**src/rtl/fetch_unit_if.sv**
```systemverilog
// Fetch-stage bus bundle: redirect/halt control, instruction-memory port and
// the valid/ready instruction stream towards decode.
//   master : fetch_unit side (drives mem_addr, inst_valid, inst, inst_pc)
//   slave  : environment side (drives halt, redirect_*, mem_inst, inst_ready)
interface fetch_unit_if;
  logic        halt;
  logic        redirect_valid;
  logic [15:0] redirect_pc;
  logic [15:0] mem_addr;
  logic [15:0] mem_inst;
  logic        inst_valid;
  logic [15:0] inst;
  logic [15:0] inst_pc;
  logic        inst_ready;

  modport master (
    input  halt, redirect_valid, redirect_pc, mem_inst, inst_ready,
    output mem_addr, inst_valid, inst, inst_pc
  );

  modport slave (
    output halt, redirect_valid, redirect_pc, mem_inst, inst_ready,
    input  mem_addr, inst_valid, inst, inst_pc
  );
endinterface

```
**src/rtl/fetch_unit.sv**
```systemverilog
// Instruction fetch stage for the 16-bit CPU.
// Owns the PC, presents the fetch address to instruction memory, captures the
// returned word one cycle later and queues {inst, pc} pairs in a small FIFO
// that decode drains through a valid/ready handshake. A redirect flushes the
// FIFO, drops the in-flight fetch and restarts at the target.
// Ports:
//   clk   : rising-edge clock
//   rst_n : synchronous active-low reset
//   bus   : fetch_unit_if.master (halt, redirect, memory port, inst stream)
// Parameters:
//   RESET_PC : PC loaded on reset
//   DEPTH    : FIFO entries (power of two, >= 2)
module fetch_unit #(
  parameter logic [15:0] RESET_PC = 16'h0000,
  parameter int unsigned DEPTH    = 2
) (
  input  logic         clk,
  input  logic         rst_n,
  fetch_unit_if.master bus
);
  localparam int unsigned AW = $clog2(DEPTH);

  logic [15:0]   r_pc;
  logic          r_req;
  logic [15:0]   r_req_pc;
  logic [15:0]   r_buf_inst [DEPTH];
  logic [15:0]   r_buf_pc   [DEPTH];
  logic [AW-1:0] r_rd_ptr;
  logic [AW-1:0] r_wr_ptr;
  logic [AW:0]   r_count;

  logic [15:0]   w_addr;
  logic          w_deq;
  logic          w_push;
  logic          w_issue;
  logic [AW+1:0] w_occ;

  assign w_addr         = bus.redirect_valid ? bus.redirect_pc : r_pc;
  assign bus.mem_addr   = w_addr;
  assign bus.inst_valid = (r_count != '0);
  assign bus.inst       = r_buf_inst[r_rd_ptr];
  assign bus.inst_pc    = r_buf_pc[r_rd_ptr];

  assign w_deq  = bus.inst_valid & bus.inst_ready;
  assign w_push = r_req & ~bus.redirect_valid;

  // Projected occupancy after this cycle: queued + in flight - leaving now.
  // Never underflows because a dequeue implies count >= 1.
  assign w_occ   = {1'b0, r_count} + {{(AW+1){1'b0}}, r_req} - {{(AW+1){1'b0}}, w_deq};
  assign w_issue = ~bus.halt & (bus.redirect_valid | (w_occ < (AW+2)'(DEPTH)));

  always_ff @(posedge clk) begin
    if (!rst_n) begin
      r_pc       <= RESET_PC;
      r_req      <= 1'b0;
      r_req_pc   <= '0;
      r_rd_ptr   <= '0;
      r_wr_ptr   <= '0;
      r_count    <= '0;
      r_buf_inst <= '{default: '0};
      r_buf_pc   <= '{default: '0};
    end else begin
      r_req <= w_issue;
      if (w_issue) begin
        r_req_pc <= w_addr;
        r_pc     <= w_addr + 16'd1;
      end else if (bus.redirect_valid) begin
        r_pc <= bus.redirect_pc;
      end

      if (bus.redirect_valid) begin
        r_rd_ptr <= '0;
        r_wr_ptr <= '0;
        r_count  <= '0;
      end else begin
        if (w_push) begin
          r_buf_inst[r_wr_ptr] <= bus.mem_inst;
          r_buf_pc[r_wr_ptr]   <= r_req_pc;
          r_wr_ptr             <= r_wr_ptr + AW'(1);
        end
        if (w_deq) begin
          r_rd_ptr <= r_rd_ptr + AW'(1);
        end
        case ({w_push, w_deq})
          2'b10:   r_count <= r_count + (AW+1)'(1);
          2'b01:   r_count <= r_count - (AW+1)'(1);
          default: r_count <= r_count;
        endcase
      end
    end
  end
endmodule
```
**src/flat_wrapper.sv**
```systemverilog
// flat-port wrapper written by rule: the top's interface ports become plain ports
module fetch_unit_flat 
#(
  parameter logic [15:0] RESET_PC = 16'h0000,
  parameter int unsigned DEPTH    = 2
)
  (clk, rst_n, bus_halt, bus_redirect_valid, bus_redirect_pc, bus_mem_inst, bus_inst_ready, bus_mem_addr, bus_inst_valid, bus_inst, bus_inst_pc);
  fetch_unit_if bus_i ();
  input  logic clk;
  input  logic rst_n;
  input wire logic [$bits(bus_i.halt)-1:0] bus_halt;
  input wire logic [$bits(bus_i.redirect_valid)-1:0] bus_redirect_valid;
  input wire logic [$bits(bus_i.redirect_pc)-1:0] bus_redirect_pc;
  input wire logic [$bits(bus_i.mem_inst)-1:0] bus_mem_inst;
  input wire logic [$bits(bus_i.inst_ready)-1:0] bus_inst_ready;
  output wire logic [$bits(bus_i.mem_addr)-1:0] bus_mem_addr;
  output wire logic [$bits(bus_i.inst_valid)-1:0] bus_inst_valid;
  output wire logic [$bits(bus_i.inst)-1:0] bus_inst;
  output wire logic [$bits(bus_i.inst_pc)-1:0] bus_inst_pc;
  assign bus_i.halt = bus_halt;
  assign bus_i.redirect_valid = bus_redirect_valid;
  assign bus_i.redirect_pc = bus_redirect_pc;
  assign bus_i.mem_inst = bus_mem_inst;
  assign bus_i.inst_ready = bus_inst_ready;
  assign bus_mem_addr = bus_i.mem_addr;
  assign bus_inst_valid = bus_i.inst_valid;
  assign bus_inst = bus_i.inst;
  assign bus_inst_pc = bus_i.inst_pc;
  fetch_unit #(.RESET_PC(RESET_PC), .DEPTH(DEPTH)) u_core (.clk(clk), .rst_n(rst_n), .bus(bus_i));
endmodule
```
**config.mk**
```make
export PLATFORM = sky130hd
export DESIGN_NAME = fetch_unit_flat
export DESIGN_NICKNAME = d
export VERILOG_FILES = /design/src/rtl/fetch_unit_if.sv /design/src/rtl/fetch_unit.sv /design/src/flat_wrapper.sv
export SDC_FILE = /design/constraint.sdc
export NUM_CORES = 1
export LEC_CHECK = 0
export ABC_AREA = 1
export BUFFER_PORTS_ARGS = -buffer_cell sky130_fd_sc_hd__buf_4
export CORE_ASPECT_RATIO = 1.75
export CORE_MARGIN = 2
export CORE_UTILIZATION = 40
export DETAILED_ROUTE_END_ITERATION = 12
export SETUP_SLACK_MARGIN = 0.5
export SLEW_MARGIN = 5
export SYNTH_ARGS = -nofsm -noshare
export SYNTH_HDL_FRONTEND = slang
export SYNTH_SLANG_ARGS = --single-unit
```
**constraint.sdc**
```tcl
create_clock -name clk -period 7.7 [get_ports clk]
set_clock_uncertainty 0.15 [all_clocks]
set_input_delay 1.54 -clock clk [delete_from_list [all_inputs] [get_ports clk]]
set_output_delay 1.54 -clock clk [all_outputs]
set_load 0.05 [all_outputs]
```
==> results of run 1 <==
[cells in the final DEF (no fill, tap or decap), types with 3 or more instances in the layout]
cell	instances
ha_1	3
nor3_1	5
nor2_2	4
a211oi_1	9
a21oi_1	48
inv_2	4
nand2_2	8
or2_2	3
buf_4	87
dfxtp_1	100
nor2_1	104
nand2_1	106
inv_1	60
clkbuf_16	9
o21ai_1	4
nand3_1	9
o21ai_0	109
[routing by layer]
metal  vias up  part of all wire  track usage
met5         -                 0            0
met4         0             0.019       0.0781
met3        14             0.045       0.0345
met2        96              0.50        0.320
met1      1854              0.44        0.201
li1       2134                 -            -
[how the worst max path moves through the flow]
stage                                   from          endpoint  slack [ns]  cells after the start
after global routing      bus_redirect_valid  bus_mem_addr[15]        3.26                      6
after global placement    bus_redirect_valid  bus_mem_addr[15]        3.38                      6
after CTS                 bus_redirect_valid  bus_mem_addr[15]        3.36                      6
final                     bus_redirect_valid  bus_mem_addr[15]        3.36                      6
after floorplan           bus_redirect_valid  bus_mem_addr[15]        3.49                      6
after detailed placement  bus_redirect_valid  bus_mem_addr[15]        3.36                      6
[cells by family after synthesis]
family,count (synthesis)
buffers and inverters,103
and+or+nand+nor,246
AOI/OAI and AO/OA,176
adders and majority gates,4
DFF,101
[power groups by stage]
stage | sequential (mW) | clock [mW] | combinational (mW)
after floorplan | 0.563 | 0 | 0.128
after global placement | 0.566 | 0 | 0.179
after detailed placement | 0.566 | 0 | 0.181
after CTS | 0.555 | 0.459 | 0.181
after global routing | 0.557 | 0.477 | 0.197
final | 0.555 | 0.441 | 0.180
[tightest hold or removal path: cells and delay by family, from the launching register on]
| family | cells | cell delay (ns) |
|---|---|---|
| buf+inv | 1 | 0.05 |
| compound gates | 1 | 0.05 |
| flops | 1 | 0.30 |
[through the flow]
stage	total power, mW	setup slack, ns
floorplan	0.691	3.49
global placement	0.745	3.38
detailed placement	0.747	3.36
CTS	1.20	3.36
global route	1.23	3.26
finish	1.18	3.36
[final cells by class]
type | count | area share
flip-flops and latches | 101 | 0.376
well taps | 132 | 0.0307
clock inverters | 4 | 0.00883
inverters | 65 | 0.0462
clock buffers | 12 | 0.0458
repair buffers | 87 | 0.121
multi-input cells | 426 | 0.372
[flip-flops by register name, indices dropped and copies added, names as in the netlist]
| name | flops |
|---|---|
| u_core.r_req | 1 |
| u_core.r_buf_pc | 32 |
| u_core.r_rd_ptr | 1 |
| u_core.r_count | 2 |
| u_core.r_wr_ptr | 1 |
| u_core.r_buf_inst | 32 |
| u_core.r_pc | 16 |
| u_core.r_req_pc | 16 |
==> metrics.txt, run 1 <==
vias in the first global route 3,879; CTS Buffer Depth 2; Post-Route WL 10.4 mm; VDD IR max 0.000114 V; post-synthesis register bit count 101; CTS sink cnt 101; Fin Setup TNS 0 ns; combinational share of power 0.153; total buffers and inverters traversed by the critical path 4; crit path cell chain buf_4 > inv_6 > or2_2 > o21ai_0 > inv_1 > buf_4; CTS Root Cell clkbuf_16; Area growth syn-to-layout 21.1%; die height 143 µm; Post-synth EDFFs 0; Final Setup Violations 0; Max Slew Vio Count 0; worst r2r src u_core.r_count[1]$_SDFFE_PP0P_; Worst Hold End u_core.r_buf_pc[28]$_SDFFE_PN0P_; fillers 1,144; initial antenna violation count 0; Synth area leader dfxtp_1; hold buffers post-CTS 0; syn_area_per_cell 7.06 µm²; Initial Util 0.405; CTS tree built; Cells after Synth 630; Final Non-Filler Cells 827; Die X 83.7 µm; grt ovf 0; Yosys Warn Count 0; Tightest Hold Check Type flop to flop; htree depth 3; PwrDens 218 mW/mm²; fraction of registers with async set/reset 0; Syn Nets 671; mux cell area share after synthesis 0; Final HPWL DP 7.02 mm; Netlist cell types 31; adder-cell area share of the yosys netlist 0.0129; min-delay src u_core.r_buf_pc[28]$_SDFFE_PN0P_; Hold Vio Cnt, Final 0; Final nets 731; final worst-path cycle share 0.563; Simple-Gate Fraction of Synth Area 0.227; synth top area cells dfxtp_1, o21ai_0, nand2_1; area of the core 0.0110 mm²; DRC viols 0; Switching Power 0.316 mW; Int Pwr 0.860 mW; RSZ-0062 raised after global routing false; Post-synth top cells o21ai_0, nand2_1, nor2_1, dfxtp_1, inv_1; CP Data Required Time 6.01 ns; CP top delay family buffers and inverters; transition time of the tightest slew-check pin 1.15 ns; post-synthesis compound-gate area fraction 0.209; n_diodes 0; startpoint types input port; Crit path top cell by count buf_4; Layout Utilization 0.491; area taken by multi-input logic gates 0.00200 mm²; clock-pin slew on the worst setup and hold paths 0.06 ns; main combinational cell family by area after synthesis simple AND/OR/NAND/NOR gates; Period minus WS final 4.34 ns; Min-Delay Path Depth 2; synthesized area 0.00445 mm²; WS Path Type input port to output pin; worst rel slew slack 0.232; Site Rows 51; RR Endpoint u_core.r_pc[12]$_SDFF_PN0_; post-CTS setup buffer count 0; GPL Wtd Cong 0.862; I/O Pins 86; # placed instances 811; Worst R2R Path Depth 15; TritonCTS Buffers 9; DRT iter0 DRCs 160; die area 0.0120 mm²; critical path endpoint category output pin; clock group share of total power 0.375; delay of the slowest critical-path stage 0.29 ns; # resized after CTS 0; Synth Flop Type dfxtp_1; highest achievable clock rate 231 MHz; crit path max fanout 23; register-to-register setup slack 4.58 ns; All-Layer GR Usage 0.177; P_leak 2.36 nW; register area share after synthesis 0.455; pin count of the biggest net entering global routing 87; routed vias/inst 4.96; most numerous cell in the Yosys netlist o21ai_0; area fraction of the dominant cell type after synthesis 0.455; Post-Synth XOR/XNOR Area 0; first-pass GRT wire length 17.5 mm; First-pass DRT Iterations 4; clock latency on the worst-skew pair 0.34 ns; sequential cell area 0.00202 mm²; layout cell share with drive strength beyond 1 0.187; # port buffers 85; Placed Instance Area 0.00509 mm²; wire per inst 12.6 µm; part of the power in registers 0.472; Worst path slowest cell or2_2; status finished clean; final hold slack 0.297 ns; Sw Share 0.268; post-route cell area 0.00539 mm²; via count 4,098; worst endpoint data arrival time 2.65 ns; maxcap violations 0; Routed Antenna Nets 0
Power figures use the tool's default switching activity.
==> inputs of run 2 (changes only) <==
Clock period 7.7 ns to 3.7 ns, I/O delays scaled along.
==> run 2 against run 1 <==
Against the previous run: hold slack worse by 0.0015 ns; first-iteration DRC count is 26% higher; combinational power is 110% higher; sequential share of layout area hardly changed; via count is 0.32% higher; critical endpoint is now u_core.r_pc[12]$_SDFF_PN0_.
==> metrics.txt, run 2 (synthesized netlist as in run 1, its figures left out) <==
CTS sink cnt 101 (unchanged); Post-Route WL 10.5 mm (+1.3%); hold buffers post-CTS 0 (unchanged); First-pass DRT Iterations 4 (unchanged); Worst R2R Path Depth 14 (-1); crit path capture u_core.r_pc[12]$_SDFF_PN0_; Fin Setup TNS 0 ns (unchanged); CP Data Required Time 3.79 ns (-2.22 ns); P_leak 2.36 nW (about the same); # port buffers 85 (unchanged); clock latency on the worst-skew pair 0.34 ns (about the same); register-to-register setup slack 0.72 ns (-3.86 ns); transition time of the tightest slew-check pin 1.16 ns (+0.00515 ns); largest registers u_core.r_buf_inst: 32 flops, u_core.r_buf_pc: 32 flops; grt ovf 0 (unchanged); Period minus WS final 2.98 ns; Die X 83.7 µm (unchanged); PwrDens 440 mW/mm² (+100%); vias in the first global route 3,747 (-3.4%); RSZ-0062 raised after global routing false; Routed Antenna Nets 0 (unchanged); GPL Wtd Cong 0.831 (-3.6%); die area 0.0120 mm² (unchanged); critical path endpoint category flop; pin count of the biggest net entering global routing 87 (unchanged); Min-Delay Path Depth 2 (unchanged); VDD IR max 0.000254 V (+120%); Max Slew Vio Count 0 (unchanged); wire per inst 12.7 µm (+0.98%); Final nets 734 (+0.41%); post-CTS setup buffer count 0 (unchanged); worst r2r src u_core.r_count[1]$_SDFFE_PP0P_; worst setup path start u_core.r_count[1]$_SDFFE_PP0P_; CTS tree built; DRC viols 0 (unchanged); startpoint types flop; clock-pin slew on the worst setup and hold paths 0.07 ns (about the same); via count 4,111 (+0.32%); area of the core 0.0110 mm² (unchanged); Final Setup Violations 0 (unchanged); DRT iter0 DRCs 201 (+26%); highest achievable clock rate 336 MHz; final worst-path cycle share 0.805; total power 2.37 mW (+100%); Area growth syn-to-layout 21.0% (about the same); worst endpoint data arrival time 3.07 ns (+0.42 ns); WS Path Type flop to flop; crit path max fanout 6 (-74%); routed vias/inst 4.95 (about the same); htree depth 3 (unchanged); status finished clean; maxcap violations 0 (unchanged); Initial Util 0.405 (unchanged); initial antenna violation count 0 (unchanged); # resized after CTS 0 (unchanged); RR Endpoint u_core.r_pc[12]$_SDFF_PN0_; Site Rows 51 (unchanged); Final HPWL DP 7.35 mm (+4.7%); layout cell share with drive strength beyond 1 0.192 (+0.00493); die height 143 µm (unchanged); Hold Vio Cnt, Final 0 (unchanged); most frequent cells in the layout o21ai_0, nand2_1, nor2_1; n_diodes 0 (unchanged); worst rel slew slack 0.228 (-0.00340); All-Layer GR Usage 0.176 (-0.00118); Tightest Hold Check Type flop to flop; TritonCTS Buffers 9 (unchanged); CTS Root Cell clkbuf_16; first-pass GRT wire length 17.2 mm (-2.0%); CTS Buffer Depth 2 (unchanged); commonest non-fill, non-tap cell in the layout o21ai_0; I/O Pins 86 (unchanged)
-- run 2: changes by cell type in the layout (fill, tap and decap cells not counted), sizes merged --
cell and delta:
clkinv +2, bufinv -1, clkbuf -1, buf +3
-- run 2: worst min-delay path by stage --
stage	start	endpoint	slack, ns
6_report	u_core.r_buf_pc[21]$_SDFFE_PN0P_	u_core.r_buf_pc[21]$_SDFFE_PN0P_	0.30
5_1_grt	u_core.r_buf_inst[17]$_SDFFE_PN0P_	u_core.r_buf_inst[17]$_SDFFE_PN0P_	0.31
4_1_cts	u_core.r_buf_pc[21]$_SDFFE_PN0P_	u_core.r_buf_pc[21]$_SDFFE_PN0P_	0.30
3_5_place_dp	u_core.r_buf_pc[21]$_SDFFE_PN0P_	u_core.r_buf_pc[21]$_SDFFE_PN0P_	0.29
3_3_place_gp	u_core.r_buf_pc[23]$_SDFFE_PN0P_	u_core.r_buf_pc[23]$_SDFFE_PN0P_	0.28
2_1_floorplan	u_core.r_buf_inst[17]$_SDFFE_PN0P_	u_core.r_buf_inst[17]$_SDFFE_PN0P_	0.27
-- run 2: critical path, cell delays in order, from the launching register on --
cell and delay (ns):
dfxtp_1 0.34, inv_1 0.10, nand2_1 0.08, nand2_1 0.09, inv_1 0.06, ha_1 0.27
or2_2 0.31, fa_1 0.51, nand3_1 0.12, a21oi_2 0.27, nand2_1 0.17, nor2_4 0.18
nand3_1 0.10, nand2_1 0.07, nor2_1 0.05
-- run 2: power breakdown --
part           internal (mW)  switching (mW)  total (mW)  leakage [nW]
logic                  0.117           0.260       0.377          1.41
registers               1.13          0.0208        1.15         0.826
clock network          0.451           0.386       0.838         0.129
total                   1.70           0.667        2.37          2.36
-- run 2: area by class of cell --
type / count / area (µm²)
Clock buffer: 11 / 233
Clock inverter: 5 / 27.5
Fill cell: 1153 / 5600
Inverter: 65 / 249
Multi-Input combinational cell: 426 / 2000
Sequential cell: 101 / 2020
Tap cell: 132 / 165
Timing Repair Buffer: 90 / 679
-- run 2: per-stage QoR --
step                      setup WS, ns  area [µm²]  hold slack, ns  utilization  std cells
after floorplan                  0.663        4450           0.274            -        630
after global placement           0.368        5110           0.284        0.466        814
after detailed placement         0.309        5110           0.289        0.466        814
after CTS                        0.625        5370           0.298        0.490        830
after global routing             0.526        5380           0.313        0.490        830
final                            0.723        5380           0.295        0.490        830
-- run 2: per-layer routing --
| layer | part of all wire | wire length (µm) | GRT usage | up-vias |
|---|---|---|---|---|
| met4 | 0.019 | 203 | 0.0781 | 0 |
| li1 | - | - | - | 2148 |
| met1 | 0.42 | 4470 | 0.201 | 1833 |
| met2 | 0.51 | 5350 | 0.315 | 113 |
| met5 | 0 | 0 | 0 | - |
| met3 | 0.049 | 516 | 0.0356 | 17 |
==> inputs of run 3 (changes only) <==
Clock period 3.7 ns to 2.96 ns, I/O delays scaled along.
==> run 3 against run 2 <==
Against the previous run: hold slack better by 0.0018 ns; sequential cell count did not move; clock power grew 31%; register-to-register slack got worse by 0.36 ns; critical path type unchanged; cell count rose by 2.8%; maximum frequency increased by 15%; via count up 3.5%; first-iteration DRC count decreased by 3.5%; largest cell class is now multi-input gates; non-clock buffer count increased by 23.
==> metrics.txt, run 3 (synthesized netlist as in run 1, its figures left out) <==
transition time of the tightest slew-check pin 1.13 ns (-0.0265 ns); pin count of the biggest net entering global routing 66 (-24%); I/O Pins 86 (unchanged); sequential cell area 0.00203 mm² (+0.49%); GPL Wtd Cong 0.842 (+1.3%); VDD IR max 0.000374 V (+47%); WS Path Type flop to flop; final hold slack 0.297 ns (+0.00184 ns); routed vias/inst 4.99 (+0.69%); Worst R2R Path Depth 13 (-1); initial antenna violation count 0 (unchanged); worst rel slew slack 0.246 (+0.0177); layout cell share with drive strength beyond 1 0.262 (+0.0702); die height 143 µm (unchanged); crit path max fanout 5 (-1); Final Setup Violations 0 (unchanged); First-pass DRT Iterations 5 (+1); grt ovf 0 (unchanged); Initial Util 0.405 (unchanged); met2 Use GR 0.337 (+0.0227); Final nets 757 (+3.1%); critical path endpoint category flop; All-Layer GR Usage 0.186 (+0.00995); final worst-path cycle share 0.878 (+0.0732); Routed Antenna Nets 0 (unchanged); Min-Delay Path Depth 2 (unchanged); Final Non-Filler Cells 853 (+2.8%); CTS tree built; global routing usage on met1 0.208 (+0.00736); # port buffers 85 (unchanged); PwrDens 527 mW/mm² (+20%); Die X 83.7 µm (unchanged); hold buffers post-CTS 0 (unchanged); die area 0.0120 mm² (unchanged); Area growth syn-to-layout 31.4%; n_diodes 0 (unchanged); grt peak-use layer met2; CP Data Required Time 3.07 ns (-0.72 ns); wire per inst 13.3 µm (+4.6%); vias in the first global route 4,064 (+8.5%); total power 3.08 mW (+30%); clock latency on the worst-skew pair 0.34 ns (about the same); clock-pin slew on the worst setup and hold paths 0.07 ns (about the same); Fin Setup TNS 0 ns (unchanged); commonest non-fill, non-tap cell in the layout buf_4; CTS Root Cell clkbuf_16; TritonCTS Buffers 9 (unchanged); Hold Vio Cnt, Final 0 (unchanged); area of the core 0.0110 mm² (unchanged); Layout Utilization 0.532 (+0.0422); register-to-register setup slack 0.36 ns (-0.36 ns); DRT iter0 DRCs 194 (-3.5%); Tightest Hold Check Type flop to flop; Site Rows 51 (unchanged); Period minus WS final 2.60 ns (-0.379 ns); largest registers u_core.r_buf_inst: 32 flops, u_core.r_buf_pc: 32 flops; maxcap violations 0 (unchanged); via count 4,254 (+3.5%); Final HPWL DP 7.46 mm (+1.5%); worst endpoint data arrival time 2.71 ns (-0.36 ns); CTS Buffer Depth 2 (unchanged); P_leak 2.54 nW (+7.6%); CTS sink cnt 101 (unchanged); startpoint types flop; status finished clean; # placed instances 821 (+0.86%); Max Slew Vio Count 0 (unchanged); first-pass GRT wire length 18.4 mm (+7.0%); most frequent cells in the layout buf_4, nand2_1, dfxtp_1; RSZ-0062 raised after global routing true; DRC viols 0 (unchanged); GR Util met3 0.0350 (-0.000574); area taken by multi-input logic gates 0.00220 mm² (+9.7%); htree depth 3 (unchanged); Post-Route WL 11.3 mm (+7.5%); fillers 1,102 (-4.4%); highest achievable clock rate 385 MHz (+15%)
run 3: changes by cell type in the layout (fill, tap and decap cells not counted), moves of 4 or more:
cell	change
buf_4	+17
o21ai_0	-13
o21ai_1	+11
nor2_1	-9
nor2_4	+6
a211oi_1	-5
a211oi_2	+5
nand3_1	-4
run 3: final timing paths:
kind                                    startpoint                               end
setup / recovery    u_core.r_count[1]$_SDFFE_PP0P_   u_core.r_req_pc[6]$_SDFFE_PN0P_
hold / removal    u_core.r_buf_pc[25]$_SDFFE_PN0P_  u_core.r_buf_pc[25]$_SDFFE_PN0P_
setup reg to reg    u_core.r_count[1]$_SDFFE_PP0P_   u_core.r_req_pc[6]$_SDFFE_PN0P_
hold reg to reg   u_core.r_buf_pc[25]$_SDFFE_PN0P_  u_core.r_buf_pc[25]$_SDFFE_PN0P_
run 3: timing repair:
item,CTS,global route
setup endpoints to repair,50,33
resized for setup,18,27
setup buffers,9,4
cloned,0,3
pin swaps,8,10
run 3: per-layer routing:
metal	up-vias	part of all wire
met2	112	0.52
li1	2186	-
met4	0	0.024
met3	19	0.044
met1	1937	0.42
met5	-	0
run 3: per-stage QoR:
stage          cell area (µm²)  worst slack (ns)
6_report                  5840             0.362
3_5_place_dp              5240            0.0250
2_1_floorplan             4540             0.339
5_1_grt                   5840             0.250
3_3_place_gp              5240            0.0774
4_1_cts                   5650             0.380
run 3: layout make-up:
cell class,instances,share of cell area
timing repair buffer,113,0.156
tap,132,0.0283
inverter,65,0.0439
multi-input combinational,426,0.376
clock inverter,3,0.00343
sequential,101,0.348
clock buffer,13,0.0445
run 3: worst max-delay path, stage by stage, from the launching register on:
cell	delay [ns]
dfxtp_4	0.35
inv_4	0.08
nand2_8	0.06
nand2_8	0.06
inv_4	0.03
ha_4	0.19
or2_4	0.23
fa_2	0.55
nand3_4	0.08
a21oi_4	0.20
buf_6	0.17
clkbuf_16	0.15
nor2_4	0.03
a211oi_2	0.18
run 3: power by group:
part	switching (mW)	total (mW)	internal [mW]	leakage (nW)
combinational	0.352	0.533	0.181	1.58
clock	0.488	1.10	0.615	0.132
sequential	0.0289	1.44	1.41	0.828
